===== src/rtl/muldiv_ctrl.sv =====
// Sequencing controller between the MIPS EX stage and the iterative HI/LO multiply/divide unit.
// Issues one HI/LO instruction at a time, waits out MULT/DIV, and reports completion/exceptions.
module muldiv_ctrl #(
  parameter int DATA_WIDTH = 32,
  parameter int TIMEOUT    = 200,
  parameter int CNT_WIDTH  = 8
) (
  input  logic                  i_clk,
  input  logic                  i_arst_n,
  input  logic                  i_req_valid,
  output logic                  o_req_ready,
  input  logic [5:0]            i_funct,
  input  logic [DATA_WIDTH-1:0] i_rs_data,
  input  logic [DATA_WIDTH-1:0] i_rt_data,
  input  logic                  i_flush,
  output logic                  o_md_en,
  output logic [2:0]            o_md_op,
  output logic [DATA_WIDTH-1:0] o_md_a,
  output logic [DATA_WIDTH-1:0] o_md_b,
  input  logic                  i_md_busy,
  input  logic                  i_md_div_zero,
  input  logic [DATA_WIDTH-1:0] i_md_dout,
  output logic                  o_done,
  output logic                  o_result_valid,
  output logic [DATA_WIDTH-1:0] o_result,
  output logic                  o_exc_div_zero,
  output logic                  o_exc_timeout,
  output logic                  o_illegal,
  output logic                  o_busy
);

  typedef enum logic [1:0] {IDLE, ISSUE, WAIT, RESP} state_e;

  localparam logic [CNT_WIDTH-1:0] TMO_LAST = CNT_WIDTH'(TIMEOUT - 1);

  state_e                state_q;
  logic [2:0]            op_q;
  logic [DATA_WIDTH-1:0] a_q;
  logic [DATA_WIDTH-1:0] b_q;
  logic [DATA_WIDTH-1:0] result_q;
  logic [CNT_WIDTH-1:0]  cnt_q;
  logic                  killed_q;
  logic                  done_q;
  logic                  rvalid_q;
  logic                  divz_q;
  logic                  tmo_q;
  logic                  illegal_q;

  logic [2:0]            op_d;
  logic                  legal_d;
  logic [CNT_WIDTH-1:0]  cnt_d;
  logic                  killed_d;

  // Legal functs are 0x10-0x13 and 0x18-0x1B; the unit opcode is then {funct[3], funct[1:0]}.
  assign op_d     = {i_funct[3], i_funct[1:0]};
  assign legal_d  = (i_funct[5:4] == 2'b01) && !i_funct[2];
  assign cnt_d    = cnt_q + CNT_WIDTH'(1);
  assign killed_d = killed_q | i_flush;

  always_ff @(posedge i_clk or negedge i_arst_n) begin
    if (!i_arst_n) begin
      state_q   <= IDLE;
      op_q      <= '0;
      a_q       <= '0;
      b_q       <= '0;
      result_q  <= '0;
      cnt_q     <= '0;
      killed_q  <= 1'b0;
      done_q    <= 1'b0;
      rvalid_q  <= 1'b0;
      divz_q    <= 1'b0;
      tmo_q     <= 1'b0;
      illegal_q <= 1'b0;
    end else begin
      done_q    <= 1'b0;
      rvalid_q  <= 1'b0;
      divz_q    <= 1'b0;
      tmo_q     <= 1'b0;
      illegal_q <= 1'b0;
      case (state_q)
        IDLE: begin
          if (i_req_valid && !i_flush) begin
            op_q <= op_d;
            a_q  <= i_rs_data;
            b_q  <= i_rt_data;
            if (legal_d) begin
              state_q <= ISSUE;
            end else begin
              state_q   <= RESP;
              done_q    <= 1'b1;
              illegal_q <= 1'b1;
            end
          end
        end
        ISSUE: begin
          if (i_flush) begin
            state_q <= IDLE;
          end else if (op_q[2]) begin
            if (i_md_div_zero) begin
              state_q <= RESP;
              done_q  <= 1'b1;
              divz_q  <= 1'b1;
            end else begin
              state_q <= WAIT;
              cnt_q   <= '0;
            end
          end else begin
            state_q <= RESP;
            done_q  <= 1'b1;
            if (!op_q[0]) begin
              result_q <= i_md_dout;
              rvalid_q <= 1'b1;
            end
          end
        end
        WAIT: begin
          cnt_q    <= cnt_d;
          killed_q <= killed_d;
          // A killed operation still waits for the unit, which cannot be aborted.
          if (!i_md_busy && cnt_q != '0) begin
            state_q <= RESP;
            done_q  <= !killed_d;
          end else if (i_md_busy && cnt_q == TMO_LAST) begin
            state_q <= RESP;
            done_q  <= !killed_d;
            tmo_q   <= !killed_d;
          end
        end
        RESP: begin
          state_q  <= IDLE;
          killed_q <= 1'b0;
        end
        default: state_q <= IDLE;
      endcase
    end
  end

  assign o_req_ready    = (state_q == IDLE);
  assign o_busy         = (state_q != IDLE);
  assign o_md_en        = (state_q == ISSUE) && !i_flush;
  assign o_md_op        = op_q;
  assign o_md_a         = a_q;
  assign o_md_b         = b_q;
  assign o_done         = done_q;
  assign o_result_valid = rvalid_q;
  assign o_result       = result_q;
  assign o_exc_div_zero = divz_q;
  assign o_exc_timeout  = tmo_q;
  assign o_illegal      = illegal_q;

endmodule

===== config.mk =====
export PLATFORM = sky130hd
export DESIGN_NAME = muldiv_ctrl
export DESIGN_NICKNAME = d
export VERILOG_FILES = /design/src/rtl/muldiv_ctrl.sv
export SDC_FILE = /design/constraint.sdc
export NUM_CORES = 1
export LEC_CHECK = 0
export ABC_AREA = 0
export CAP_MARGIN = 20
export CORE_UTILIZATION = 44
export CTS_CLUSTER_SIZE = 40
export DETAILED_ROUTE_END_ITERATION = 12
export PLACE_DENSITY = 0.88
export SYNTH_ARGS = -nofsm -noshare
export SYNTH_HDL_FRONTEND = slang
export SYNTH_SLANG_ARGS = --single-unit

===== constraint.sdc =====
create_clock -name i_clk -period 3.9 [get_ports i_clk]
set_input_delay 0.78 -clock i_clk [delete_from_list [all_inputs] [get_ports i_clk]]
set_output_delay 0.78 -clock i_clk [all_outputs]
set_load 0.02 [all_outputs]

==> run metrics, run 1 <==
clk sink count=115; vias in the first global route=3973; register area share after synthesis=0.647; Mapped Area=0.00445 sq mm; Crit Path Class=in -> out; Yosys cell types=29; Post-synth top cells=nand2_1, dfrtp_1, mux2_1; Comb pwr share=0.407; Synth Instances=428; outcome=complete, no violations; starting density of the core=0.455; CP Capture Type=output pin; Placer Congestion=0.758; RSZ-0062 raised after global routing=no; Slew @ Worst Pin=0.753 ns; Worst EP arrival=2.36 ns; post-route minimum period=3.14 ns; Resized Gates After CTS=0; deepest clock path buffer count=2; antenna fix cells=0; die area=0.0105 sq mm; DRT antenna net count=0; core area=0.00977 sq mm; CTS Buf Count=17; worst-skew pair later-pin latency=0.51 ns; GR Overflow Total=0; Required @ worst endpoint=3.12 ns; Hold Crit Class=in -> async; Avg Vias per Cell=4.85; ys async rst share=1.00; Hold Vio Cnt, Final=0; Root Driver=clkbuf_8; drt total wl=12400 um; cell taking the most area after synthesis=dfrtp_1; Avg Cell Area, Syn=10.4 sq um; Seq pwr share=0.326; Internal=0.00420 W; power density cells=869 mW/mm^2; Clock transition at path regs=0.05 ns; NetSw=0.00223 W; Area Overhead vs Synth=66.3%; Max Clock Freq=319 MHz; Fin Setup TNS=0 ns; Die Width=103 um; Overall Global Routing Usage=0.239; FILL cells=633; TritonRoute pass-1 iters=4; pre-CTS setup slack=0.775 ns; syn_nets=538; Pleak=3.47 nW; post-DP HPWL=8590 um; DRC=0; count leader, synth=nand2_1; # hold bufs at CTS=0; fin crit share=0.804; max-slew violation count=0; Hold WS=0.287 ns; clock skew=0.00683 ns; Top FF cell, synth=dfrtp_1; Peak VDD IR=0.489 mV; largest net degree at the start of global routing=68; Clk network pwr share=0.267; H-tree depth=4; maxcap violations=0; # rows=36; Sw Ratio=0.347; Routed WL per cell=15.7 um; final-stage net count=757; CTS tree=yes; Worst setup SP type=input port; worst reg2reg path depth=3; yosys synthesis warning count=0; final setup vio count=0; final core utilization=0.757; I/O pin total=215; first-pass GRT wire length=18800 um; EDFF count, synth=0; layout cells sized above 1=0.0668; Worst slew margin=0.496; CP Max Fanout=6; Die H=103 um; Buffers on Ports=214; synth top area cells=dfrtp_1, nand2_1, mux2_1, o21ai_0, buf_2; Initial DRC Count=126; postcts setup bufs=0; Final WS setup=0.765 ns; top cell type's share of synthesized area=0.647; initial antenna violation count=0; Vias=3845; number of synthesized register bits=115
## critical path, cell delays in order
cell             delay (ns)
clkdlybuf4s50_1        0.55
nor3b_4                0.34
clkdlybuf4s50_1        0.68
## layout by cell type (no fill, tap or decap), types with 2 or more instances in the layout
master	synthesis	routed
a21oi_1	4	4
and3_1	3	3
buf_4	0	5
bufinv_16	0	5
clkbuf_16	0	16
clkbuf_8	0	7
clkdlybuf4s50_1	0	213
clkinvlp_4	0	2
dfrtp_1	115	115
ha_1	2	2
inv_1	6	6
mux2_1	29	29
mux2_2	3	3
nand2_1	202	202
nand3_1	7	7
nand3b_1	2	2
nand4_1	4	4
nor2_1	5	5
nor2b_1	2	2
o211ai_1	2	2
o21ai_0	10	10
o31ai_1	2	2
or3_1	2	2
## registers in the layout (all words and copies together) (netlist names)
signal / count
o_md_a: 32
o_exc_timeout: 1
o_result_valid: 1
o_result: 32
cnt_q: 8
state_q: 2
o_illegal: 1
killed_q: 1
o_exc_div_zero: 1
o_md_b: 32
o_done: 1
o_md_op: 3
## routing by layer
| layer | GRT usage | part of all wire | vias up | wire length (um) |
|---|---|---|---|---|
| li1 | - | - | 1809 | - |
| met1 | 0.261 | 0.38 | 1809 | 4670 |
| met2 | 0.405 | 0.49 | 200 | 6140 |
| met3 | 0.107 | 0.11 | 27 | 1330 |
| met4 | 0.102 | 0.022 | 0 | 272 |
| met5 | 0 | 0 | - | 0 |
## cell type report
| cell class | count | area [sq um] | area share |
|---|---|---|---|
| tap | 133 | 166 | 0.0225 |
| inverter | 6 | 22.5 | 0.00304 |
| sequential | 115 | 2880 | 0.389 |
| multi-input combinational | 288 | 1480 | 0.200 |
| timing repair buffer | 219 | 2190 | 0.296 |
| clock inverter | 8 | 170 | 0.0230 |
| clock buffer | 23 | 497 | 0.0671 |
## power groups by stage
| stage | Sequential, W | Clock (W) | Combinational, W |
|---|---|---|---|
| global placement | 0.00207 | 0 | 0.00253 |
| CTS | 0.00210 | 0.00174 | 0.00264 |
| floorplan | 0.00267 | 0 | 0.000649 |
| detailed placement | 0.00211 | 0 | 0.00261 |
| finish | 0.00210 | 0.00172 | 0.00261 |
| global route | 0.00216 | 0.00180 | 0.00280 |
## kinds of logic (layout without fill, tap and decap cells)
group / after synthesis / in the layout / synth area share
simple gates: 234 / 234 / 0.217
flops: 115 / 115 / 0.647
mux: 32 / 32 / 0.0810
buf+inv: 25 / 256 / 0.0233
compound gates: 19 / 19 / 0.0245
fa+ha+maj: 2 / 2 / 0.00562
xor+xnor: 1 / 1 / 0.00197
## worst paths after layout
kind,from,slack (ns),endpoint
hold reg to reg,o_md_a[7],0.47,o_md_a[7]
hold / removal,i_arst_n,0.29,o_exc_div_zero
setup reg to reg,state_q[0],1.97,o_result[3]
setup / recovery,i_flush,0.76,o_md_en
min in group i_clk,o_md_a[7],0.47,o_md_a[7]
max in group asynchronous,i_arst_n,2.82,o_md_a[27]
## per-stage QoR
step / total power (W) / cells / area [sq um]
2_1_floorplan: 0.00332 / 428 / 4450
3_3_place_gp: 0.00460 / 761 / 6730
3_5_place_dp: 0.00472 / 761 / 6730
4_1_cts: 0.00648 / 792 / 7400
5_1_grt: 0.00676 / 792 / 7400
6_report: 0.00643 / 792 / 7400
Power figures use the tool's default switching activity.
==> run 2, diff against run 1 <==
--- a/config.mk
+++ b/config.mk
@@ -7,10 +7,10 @@
 export LEC_CHECK = 0
 export ABC_AREA = 0
 export CAP_MARGIN = 20
-export CORE_UTILIZATION = 44
+export CORE_UTILIZATION = 41
 export CTS_CLUSTER_SIZE = 40
 export DETAILED_ROUTE_END_ITERATION = 12
-export PLACE_DENSITY = 0.88
+export PLACE_DENSITY = 0.83
 export SYNTH_ARGS = -nofsm -noshare
 export SYNTH_HDL_FRONTEND = slang
 export SYNTH_SLANG_ARGS = --single-unit
==> constraint.sdc (replaced) <==
create_clock -name i_clk -period 3.1 [get_ports i_clk]
set_input_delay 0.62 -clock i_clk [delete_from_list [all_inputs] [get_ports i_clk]]
set_output_delay 0.62 -clock i_clk [all_outputs]
set_load 0.02 [all_outputs]
==> run 2 against run 1 <==
Effect of this change:
- sequential cell count unchanged
- critical endpoint unchanged
- final cell count is 0.76% higher
- global-route usage fell by 2.2 points
- clock skew is essentially flat
==> run metrics, run 2 (synthesized netlist as in run 1, its figures left out) <==
outcome=complete, no violations; vias in the first global route=3833; fin crit share=0.875; commonest non-fill, non-tap cell in the layout=clkdlybuf4s50_1; RSZ-0062 raised after global routing=no; CP max stage cell=clkdlybuf4s50_1; CP Max Fanout=5; DRT antenna net count=0; Worst setup SP type=input port; H-tree depth=4; Placer Congestion=0.755; met2 wire length=5850 um; Max Clock Freq=369 MHz; worst reg2reg path depth=5; Hold Vio Cnt, Final=0; crit path cell chain=clkdlybuf4s50_1 > nor3b_4 > clkdlybuf4s50_1; I/O pin total=215; Pleak=3.44 nW; most frequent cells in the layout=clkdlybuf4s50_1, nand2_1, dfrtp_1; Root Driver=clkbuf_8; Initial DRC Count=219; Fin Setup TNS=0 ns; Worst EP arrival=2.09 ns; met3 wire len=1110 um; core area=0.0104 sq mm; max layer used=met4; Hold Crit Class=in -> async; # hold bufs at CTS=0; Routed WL per cell=15.1 um; clk sink count=115; CTS Buf Count=17; post-DP HPWL=8640 um; Reg2Reg Launch Point=cnt_q[0]; Final WS setup=0.388 ns; Resized Gates After CTS=0; DRC=0; initial antenna violation count=0; first-pass GRT wire length=18900 um; Worst slew margin=0.528; largest net degree at the start of global routing=56; Peak VDD IR=0.523 mV; GR Overflow Total=0; layout cells sized above 1=0.0680; worst-skew pair later-pin latency=0.50 ns; postcts setup bufs=0; clock skew=0.00676 ns; post-route minimum period=2.71 ns; Most Frequent Cell on Critical Path=clkdlybuf4s50_1; Avg Vias per Cell=4.83; Reg2Reg Setup Slack=1.36 ns; maxcap violations=0; drt total wl=12000 um; CTS tree=yes; Hold WS=0.163 ns; Pwr Total=0.00782 W; antenna fix cells=0; TritonRoute pass-1 iters=5; Post-Route M1 WL=4890 um; # rows=37; deepest clock path buffer count=2; Crit Path Class=in -> out; CP peak stage delay=0.67 ns; Area Overhead vs Synth=65.0%; Required @ worst endpoint=2.48 ns; Slew @ Worst Pin=0.708 ns; Overall Global Routing Usage=0.218; Die H=106 um; starting density of the core=0.427; power density cells=1070 mW/mm^2; Vias=3853; Clock transition at path regs=0.06 ns; final-stage net count=760; max-slew violation count=0; die area=0.0113 sq mm; Die Width=106 um; CP Capture Type=output pin; final setup vio count=0; pre-CTS setup slack=0.401 ns; Crit. Startpoint=i_flush; Buffers on Ports=214
## run 2: cell count changes in the layout (fill, tap and decap cells not counted)
cell and delta:
buf_4 +3, bufinv_16 -2, clkinv_2 +3, clkbuf_1 +2, clkbuf_8 -4, clkinvlp_4 +1
## run 2: worst paths after layout
| kind | end |
|---|---|
| max in group asynchronous | o_md_a[19] |
| min | o_result[5] |
| max | o_md_en |
| min reg2reg | o_md_a[13] |
| min in group i_clk | o_md_a[13] |
| max reg2reg | o_done |
## run 2: per-layer routing
layer  vias up  global-route usage
li1       1808                   -
met1      1819               0.260
met3        19              0.0815
met4         0              0.0754
met2       207               0.361
met5         -                   0
## run 2: per-stage QoR
step	instances	instance area, sq um	util
after floorplan	428	4450	-
after global placement	767	6760	0.649
after detailed placement	767	6760	0.649
after CTS	798	7340	0.705
after global routing	798	7340	0.705
final	798	7340	0.705
## run 2: worst max-delay path, delay by kind of cell
| family | cells | cell delay, ns |
|---|---|---|
| buffers and inverters | 2 | 1.14 |
| AND/OR/NAND/NOR | 1 | 0.32 |
## run 2: cell type report
class	count	area, sq um
fill	738	3070
sequential	115	2880
timing repair buffer	222	2210
multi-input combinational	288	1480
clock buffer	21	449
tap	136	170
clock inverter	10	133
inverter	6	22.5
## run 2: power breakdown
group / leakage (nW) / switching [W] / internal, W
registers: 1.43 / 0.000441 / 0.00220
clock network: 0.280 / 0.000659 / 0.00126
logic: 1.73 / 0.00169 / 0.00158
total: 3.44 / 0.00279 / 0.00504
